### config.mk
export PLATFORM = sky130hd
export DESIGN_NAME = onehot_pin_decoder
export DESIGN_NICKNAME = d
export VERILOG_FILES = /design/src/rtl/onehot_pins_pkg.sv /design/src/rtl/pin_synchronizer.sv /design/src/rtl/onehot_pin_decoder.sv
export SDC_FILE = /design/constraint.sdc
export NUM_CORES = 1
export LEC_CHECK = 0
export BUFFER_PORTS_ARGS = -buffer_cell sky130_fd_sc_hd__buf_2
export CAP_MARGIN = 20
export CELL_PAD_IN_SITES_DETAIL_PLACEMENT = 0
export CELL_PAD_IN_SITES_GLOBAL_PLACEMENT = 1
export CORE_ASPECT_RATIO = 0.6
export CORE_MARGIN = 8
export CORE_UTILIZATION = 35
export CTS_CLUSTER_DIAMETER = 100
export CTS_CLUSTER_SIZE = 24
export DETAILED_ROUTE_END_ITERATION = 12
export PLACE_DENSITY = 0.74
export SKIP_LAST_GASP = 1
export SYNTH_ARGS = -nofsm -noshare
export SYNTH_HDL_FRONTEND = slang
export SYNTH_SLANG_ARGS = --single-unit
### constraint.sdc
create_clock -name CLK -period 32.2 [get_ports CLK]
set_input_delay 9.66 -clock CLK [delete_from_list [all_inputs] [get_ports CLK]]
set_output_delay 9.66 -clock CLK [all_outputs]
set_load 0.02 [all_outputs]
### src/rtl/onehot_pins_pkg.sv
// rtl/onehot_pins_pkg.sv - shared pin width, FSM encoding and pattern classifier helpers
package onehot_pins_pkg;

    localparam int WIDTH              = 24;
    localparam int IDXW               = $clog2(WIDTH);
    localparam int LOG2STABLE_DEFAULT = 16;

    typedef enum logic [1:0] {
        SETTLE = 2'd0,
        EVAL   = 2'd1,
        HOLD   = 2'd2
    } state_t;

    // Saturating popcount: 0, 1, or 2 meaning "two or more".
    function automatic logic [1:0] pop_class(input logic [WIDTH-1:0] v);
        logic [1:0] c;
        c = 2'd0;
        for (int i = 0; i < WIDTH; i++) begin
            if (v[i] && (c != 2'd2)) begin
                c = c + 2'd1;
            end
        end
        return c;
    endfunction

    // Lowest set bit wins; only meaningful when exactly one bit is set.
    function automatic logic [IDXW-1:0] prio_index(input logic [WIDTH-1:0] v);
        logic [IDXW-1:0] r;
        r = '0;
        for (int i = WIDTH - 1; i >= 0; i--) begin
            if (v[i]) begin
                r = IDXW'(i);
            end
        end
        return r;
    endfunction

endpackage

### src/rtl/pin_synchronizer.sv
// rtl/pin_synchronizer.sv - WIDTH-bit two-flop synchronizer for asynchronous pin levels
module pin_synchronizer #(
    parameter int WIDTH = 24
) (
    input  logic             CLK,
    input  logic             RST,
    input  logic [WIDTH-1:0] pins,
    output logic [WIDTH-1:0] synced
);

    logic [WIDTH-1:0] sync1;

    // Two back-to-back flops give the first stage a full cycle to resolve metastability.
    always_ff @(posedge CLK) begin
        if (RST) begin
            sync1  <= '0;
            synced <= '0;
        end else begin
            sync1  <= pins;
            synced <= sync1;
        end
    end

endmodule

### src/rtl/onehot_pin_decoder.sv
// rtl/onehot_pin_decoder.sv - debounced one-hot pin decoder with index, error flag and change strobe
module onehot_pin_decoder
    import onehot_pins_pkg::*;
#(
    parameter int LOG2STABLE = LOG2STABLE_DEFAULT
) (
    input  logic            CLK,
    input  logic            RST,
    input  logic [WIDTH-1:0] PINS,
    output logic [IDXW-1:0] IDX,
    output logic            IDX_VALID,
    output logic            STROBE,
    output logic            ERR,
    output logic [7:0]      CHANGES
);

    logic [WIDTH-1:0]      sync2;
    logic [WIDTH-1:0]      sync2_q;
    logic [WIDTH-1:0]      stable;
    logic [LOG2STABLE-1:0] stab_cnt;
    logic                  changed;
    logic                  cnt_full;
    logic                  drift;
    logic [1:0]            pc;
    logic [IDXW-1:0]       enc;
    state_t                state;
    state_t                state_nxt;

    pin_synchronizer #(
        .WIDTH (WIDTH)
    ) u_sync (
        .CLK    (CLK),
        .RST    (RST),
        .pins   (PINS),
        .synced (sync2)
    );

    assign changed  = (sync2 != sync2_q);
    assign cnt_full = &stab_cnt;
    assign drift    = (state == HOLD) && (sync2 != stable);
    assign pc       = pop_class(sync2);
    assign enc      = prio_index(sync2);

    // Previous-cycle copy of the synchronized pins for edge detection.
    always_ff @(posedge CLK) begin
        if (RST) begin
            sync2_q <= '0;
        end else begin
            sync2_q <= sync2;
        end
    end

    // Stability counter: restarts on any change or when HOLD abandons the accepted pattern.
    always_ff @(posedge CLK) begin
        if (RST) begin
            stab_cnt <= '0;
        end else if (changed || drift) begin
            stab_cnt <= '0;
        end else if (!cnt_full) begin
            stab_cnt <= stab_cnt + 1'b1;
        end
    end

    // FSM state register.
    always_ff @(posedge CLK) begin
        if (RST) begin
            state <= SETTLE;
        end else begin
            state <= state_nxt;
        end
    end

    // FSM next-state: settle for a full window, evaluate once, then hold until the pins move.
    always_comb begin
        state_nxt = state;
        case (state)
            SETTLE: if (cnt_full && !changed) state_nxt = EVAL;
            EVAL:   state_nxt = HOLD;
            HOLD:   if (sync2 != stable) state_nxt = SETTLE;
            default: state_nxt = SETTLE;
        endcase
    end

    // Classification and registered outputs; only the EVAL cycle updates them.
    always_ff @(posedge CLK) begin
        if (RST) begin
            stable    <= '0;
            IDX       <= '0;
            IDX_VALID <= 1'b0;
            STROBE    <= 1'b0;
            ERR       <= 1'b0;
            CHANGES   <= 8'd0;
        end else begin
            STROBE <= 1'b0;
            if (state == EVAL) begin
                stable <= sync2;
                case (pc)
                    2'd0: begin
                        IDX_VALID <= 1'b0;
                        ERR       <= 1'b0;
                    end
                    2'd1: begin
                        IDX       <= enc;
                        IDX_VALID <= 1'b1;
                        ERR       <= 1'b0;
                        // A fresh position is one that differs from the last valid one.
                        if (!IDX_VALID || (IDX != enc)) begin
                            STROBE  <= 1'b1;
                            CHANGES <= CHANGES + 8'd1;
                        end
                    end
                    default: begin
                        IDX_VALID <= 1'b0;
                        ERR       <= 1'b1;
                    end
                endcase
            end
        end
    end

endmodule
==> qor.log, run 1 <==
qor: clock_network.cts_setup_buffers 0
qor: sta.grt_setup_unrepaired false
qor: final_layout.fin_nets 793
qor: synthesis.synth-xor-area-share 14.3%
qor: sta.hold_violations 0
qor: place.gp_congestion 0.770
qor: global_routing.grt.total_usage 12.6%
qor: synthesis.post_synth_mux_area_share 1.27%
qor: global_routing.gr-max-usage-layer met1
qor: global_routing.grt_overflow 0
qor: synthesis.share_of_the_synthesized_area_in_compound_gates_ao_oa_aoi_oai 10.6%
qor: sta.layout_worst_path_cycle_share 61.8%
qor: synthesis.synthesis.nets 779
qor: sta.timing.max_slew.rel_slack 23.4%
qor: global_routing.gr-usage-met2 16.7%
qor: route.wl 14100 microns
qor: final_layout.diodes 0
qor: global_routing.grt_max_degree 74
qor: synthesis.yosys_register_bits 130
qor: clock_network.cts-hold-fix-buffers 0
qor: worst_setup_path.worstPathRequired 32.54 ns
qor: synthesis.top_count_cell_post_synth dfxtp_1
qor: floorplanning.core-area 0.0180 sq mm
qor: min_path.timing.hold.worst.class flop to flop
qor: sta.setup_violating_endpoint_count_in_the_final_report 0
qor: worst_setup_path.most_frequent_cp_cell ha_1
qor: flow_run.max_cap_viol_count 0
qor: clock_network.cts_root_buf clkbuf_16
qor: synthesis.combinational_family_with_the_most_area_after_synthesis simple AND/OR/NAND/NOR gates
qor: synthesis.mappedNetlistArea 0.00639 sq mm
qor: synthesis.syn_area_per_cell 8.79 sq um
qor: route.post_drt_via_cell_ratio 4.67
qor: worst_setup_path.setup.worst_path.start_class flop
qor: worst_setup_path.critical_path.max_fanout 11
qor: synthesis.synth_largest_area_cell dfxtp_1
qor: synthesis.synthArstFlopShare 0%
qor: synthesis.number_of_distinct_library_cells_after_synthesis 56
qor: synthesis.ys_warn_count 0
qor: worst_setup_path.timing_worst_setup_path_type flop to flop
qor: synthesis.synth_simple_gate_area_share 23.5%
qor: clock_network.clock_tree.htree_level_count 4
qor: floorplanning.initial_core_util 35.6%
qor: route.avgRoutedWirePerCell 14.2 microns
qor: clock_network.numCtsBuffers 17
qor: route.drc 0
qor: worst_setup_path.worstPathBufferInverterCount 3
qor: worst_setup_path.crit_path_max_incr_delay 0.54 ns
qor: worst_setup_path.path_delay_family simple AND/OR/NAND/NOR gates
qor: worst_setup_path.cp_data_arrival_time 20.24 ns
qor: clock_network.cts_sinks 130
qor: global_routing.first_global_vias 4401
qor: global_routing.number_of_antenna_violations_at_the_first_check_in_global_routing 1
qor: route.dr.pass1.iters 4
qor: floorplanning.width_of_the_die 190 microns
qor: floorplanning.fp-row-count 38
qor: pwr.power.static_leakage 0.00287 uW
qor: clock_network.tritoncts_clock_tree built
qor: clock_network.clock_path_buffers 2
qor: final_layout.areaGrowthSynthToFinish 13.7%
qor: synthesis.synthTopCellsByCount 130 x dfxtp_1, 85 x nand2_1, 72 x nor2b_1
qor: synthesis.synth_cells 727
qor: sta.setup_total_negative_slack 0 ns
qor: global_routing.grtUsageMet3 3.36%
qor: outcome.result_of_the_run finished clean
qor: floorplanning.io_pins 42
qor: worst_setup_path.timing.critical_path.to_type flop
qor: sta.fmax 50.2 MHz
qor: final_layout.layout-drive-gt1-share 12.3%
qor: synthesis.synth_flop_cell dfxtp_1
qor: route.detail-route-antenna-nets 0
qor: global_routing.grt_pass1_wl 23200 microns
qor: sta.clock_skew 0.0124 ns
qor: place.port_buffers 41
qor: sta.timing.final.max_slew_violations 0
qor: final_layout.post-route-util 40.4%
qor: clock_network.clk_pin_slew 0.06 ns
qor: floorplanning.die_area 0.0230 sq mm
qor: pwr.power.ir.vdd_worst 0.0456 mV
qor: pwr.power.density_cell_area 67.9 mW/mm^2
qor: sta.tightest_slew 1.15 ns
qor: synthesis.dominant_cells_by_area_after_synthesis dfxtp_1 41%, nor2b_1 7.0%, xnor2_1 6.6%
qor: place.place.detailed.hpwl 10100 microns
qor: worst_setup_path.worst_path_max_delay_cell dfxtp_1
qor: sta.final_period_minus_worst_setup_slack 19.90 ns
qor: clock_network.clock_insertion_delay_worst_skew 0.42 ns
qor: synthesis.seq_area_frac_synth 40.7%
qor: floorplanning.die_y 121 microns
qor: route.routed_vias 4643
qor: clock_network.postCtsResizedCells 0
qor: route.drtIter0Drc 295
qor: synthesis.synth_enable_flop_cells 0
qor: global_routing.global_route.usage.met1 19.4%
qor: synthesis.yosysTopAreaCellShare 40.7%
qor: synthesis.yosys.area_share.adder 5.09%
-- routing by layer --
metal  share of wire, %  vias to the layer above
met5                  0                        -
met4               0.79                        0
met3                4.4                       11
met2                 38                       76
met1                 57                     2102
li1                   -                     2454
-- flip-flops by register name (all words and copies together) (netlist names) --
register,cells
STROBE,1
IDX,5
IDX_VALID,1
stable,24
sync2_q,24
u_sync.synced,24
CHANGES,8
ERR,1
u_sync.sync1,24
state,2
stab_cnt,16
-- area by class of cell --
type,instances,area (sq um)
timing repair buffer,44,230
fill,1824,10700
tap,240,300
clock inverter,13,113
clock buffer,19,443
sequential,130,2600
inverter,22,82.6
multi-input combinational,526,3500
-- cells in the final DEF, fill, tap and decap left out, types with 17 or more instances in the layout --
| cell type | synthesis | routed |
|---|---|---|
| ha_1 | 26 | 26 |
| dfxtp_1 | 130 | 130 |
| inv_1 | 22 | 22 |
| xor2_1 | 37 | 37 |
| nor2b_1 | 72 | 71 |
| clkbuf_16 | 0 | 17 |
| xnor2_1 | 48 | 48 |
| nor2_1 | 45 | 45 |
| a21oi_1 | 54 | 54 |
| buf_2 | 1 | 40 |
| nand2_1 | 85 | 85 |
-- final timing paths --
check / start / to / slack, ns / cells after the start
worst max register to register: u_sync.synced[1] / CHANGES[5] / 12.30 / 93
worst min register to register: u_sync.sync1[12] / u_sync.synced[12] / 0.44 / 1
worst max-delay path: u_sync.synced[1] / CHANGES[5] / 12.30 / 93
worst min-delay path: u_sync.sync1[12] / u_sync.synced[12] / 0.44 / 1
-- cells by family (layout without fill, tap and decap cells) --
kind of cell,after synthesis,after routing
adder cells (fa/ha/maj),26,26
buffers and inverters,71,98
AO/OA/AOI/OAI,108,108
multiplexers,8,8
XOR/XNOR,92,92
flip-flops,130,130
AND/OR/NAND/NOR,292,292
-- power by group --
part / switching [uW] / internal (uW) / total (uW)
clock network: 77.6 / 103 / 181
registers: 4.62 / 164 / 169
logic: 77.7 / 65.7 / 143
-- worst reg2reg max path: cells and delay by family (launching register included) --
family                     cells  cell delay (ns)
xor gates and xnor gates      18             3.98
muxes                          2             0.45
adders and majority gates     22             4.57
and+or+nand+nor               33             6.94
AOI/OAI and AO/OA             15             3.01
buffers and inverters          3             0.35
DFF                            1             0.54
-- metrics by stage --
step | hold slack [ns] | std cells | setup WS [ns] | instance area, sq um | power [uW]
5_1_grt | 0.449 | 994 | 10.41 | 7270 | 528
2_1_floorplan | 0.414 | 727 | 14.38 | 6390 | 287
3_3_place_gp | 0.418 | 962 | 12.63 | 6710 | 315
6_report | 0.436 | 994 | 12.30 | 7270 | 493
3_5_place_dp | 0.422 | 962 | 12.42 | 6710 | 317
4_1_cts | 0.438 | 994 | 12.27 | 7270 | 499
Note: power is estimated with default switching activity, not from simulation.
==> run 2, diff against run 1 <==
clock period = 20.3 ns   (was 32.2 ns; I/O delays follow)
==> qor.log, run 2 (synthesized netlist as in run 1, its figures left out) <==
qor: clock_network.cts_root_buf clkbuf_16
qor: route.post_drt_via_cell_ratio 4.71
qor: global_routing.grt_pass1_wl 23200 microns
qor: place.dp_worst_setup_slack 0.326 ns
qor: pwr.total_power 852 uW
qor: worst_setup_path.ff2ff_setup_slack 1.34 ns
qor: floorplanning.die_y 121 microns
qor: clock_network.clk_pin_slew 0.06 ns
qor: route.drc 0
qor: global_routing.number_of_antenna_violations_at_the_first_check_in_global_routing 0
qor: clock_network.clock_path_buffers 2
qor: pwr.power.density_cell_area 114 mW/mm^2
qor: route.dr.pass1.iters 5
qor: sta.clock_skew 0.00996 ns
qor: route.avgRoutedWirePerCell 14.1 microns
qor: final_layout.areaGrowthSynthToFinish 17.3%
qor: sta.hold-worst-slack 0.435 ns
qor: worst_setup_path.timing_worst_setup_path_type flop to flop
qor: floorplanning.fp-row-count 38
qor: place.place.detailed.hpwl 9980 microns
qor: worst_setup_path.cp_data_arrival_time 19.31 ns
qor: final_layout.fin_nets 798
qor: floorplanning.die_area 0.0230 sq mm
qor: outcome.result_of_the_run finished clean
qor: global_routing.first_global_vias 4432
qor: clock_network.clock_insertion_delay_worst_skew 0.42 ns
qor: sta.hold_violations 0
qor: clock_network.tritoncts_clock_tree built
qor: clock_network.clock_tree.htree_level_count 4
qor: final_layout.diodes 0
qor: worst_setup_path.setup.worst_path.start_class flop
qor: place.placed_cells 962
qor: clock_network.numCtsBuffers 17
qor: sta.final_period_minus_worst_setup_slack 18.96 ns
qor: sta.fmax 52.7 MHz
qor: final_layout.layout-drive-gt1-share 15.5%
qor: worst_setup_path.critical_path.max_fanout 11
qor: floorplanning.width_of_the_die 190 microns
qor: worst_setup_path.most_frequent_cp_cell ha_1
qor: sta.layout_worst_path_cycle_share 93.4%
qor: sta.timing.final.max_slew_violations 0
qor: worst_setup_path.timing.critical_path.to_type flop
qor: route.routed_vias 4704
qor: global_routing.grt_max_degree 63
qor: route.wl 14100 microns
qor: final_layout.layout_common_cells 128 x dfxtp_1, 85 x nand2_1, 66 x nor2b_1
qor: floorplanning.io_pins 42
qor: final_layout.layout_commonest_cell dfxtp_1
qor: route.detail-route-antenna-nets 0
qor: worst_setup_path.crit_path_max_incr_delay 0.52 ns
qor: floorplanning.core-area 0.0180 sq mm
qor: sta.timing.max_slew.rel_slack 42.7%
qor: sta.tightest_slew 0.848 ns
qor: final_layout.final_cells 999
qor: sta.setup_violating_endpoint_count_in_the_final_report 0
qor: pwr.power.static_leakage 0.00298 uW
qor: place.port_buffers 41
qor: min_path.timing.hold.worst.class flop to flop
qor: clock_network.cts-hold-fix-buffers 0
qor: place.gp_congestion 0.762
qor: global_routing.grt_overflow 0
qor: global_routing.grt.total_usage 12.6%
qor: route.drtIter0Drc 264
qor: flow_run.max_cap_viol_count 0
qor: clock_network.cts_sinks 130
qor: pwr.power.ir.vdd_worst 0.0590 mV
qor: worst_setup_path.worstPathRequired 20.65 ns
qor: floorplanning.initial_core_util 35.6%
qor: worst_setup_path.worst_path_max_delay_cell or4_1
qor: sta.final.setup.worst_slack 1.34 ns
-- run 2: cell count changes in the layout (fill, tap and decap cells not counted), sizes merged --
cell,change
bufinv,+3
clkbuf,-1
clkinv,+3
buf,+5
clkinvlp,-1
inv,-4
-- run 2: path summary, 6_finish.rpt --
kind,start,to,cells past startpoint
setup / recovery,u_sync.synced[1],CHANGES[5],94
hold / removal,u_sync.sync1[4],u_sync.synced[4],1
setup reg to reg,u_sync.synced[1],CHANGES[5],94
hold reg to reg,u_sync.sync1[4],u_sync.synced[4],1
-- run 2: critical path: cells and delay by family, from the launching register on --
kind / cells / cell delay, ns
AOI/OAI and AO/OA: 16 / 2.97
xor gates and xnor gates: 17 / 3.67
adders and majority gates: 22 / 4.37
buffers and inverters: 3 / 0.30
DFF: 1 / 0.45
muxes: 2 / 0.35
and+or+nand+nor: 34 / 6.75
-- run 2: layout make-up --
type	instances	area (sq um)
fill	1799	10500
sequential	130	2610
timing repair buffer	49	275
clock inverter	14	176
inverter	22	82.6
tap	240	300
multi-input combinational	526	3610
clock buffer	18	439
-- run 2: repair_timing --
action                     4_1_cts  5_1_grt
setup endpoints to repair        0       16
gates resized for setup          0       23
buffers inserted                 0        4
-- run 2: per-stage QoR --
stage | instance area, sq um | util (%) | TNS [ns]
finish | 7490 | 41.7 | 0
global placement | 6710 | 37.3 | 0
global route | 7490 | 41.7 | -0.0871
floorplan | 6390 | - | 0
detailed placement | 6710 | 37.3 | 0
CTS | 7330 | 40.8 | 0
-- run 2: where the power goes --
| part | internal [uW] | leakage [uW] | total [uW] | switching [uW] |
|---|---|---|---|---|
| sequential | 261 | 0.00106 | 268 | 7.11 |
| combinational | 126 | 0.00162 | 266 | 140 |
| clock | 198 | 0.000303 | 319 | 120 |
-- run 2: per-layer routing --
layer	track usage, %	vias to the layer above	wire length (microns)
li1	-	2451	-
met1	18.7	2141	7750
met2	16.9	90	5400
met3	3.51	22	686
met4	4.73	0	242
met5	0	-	0
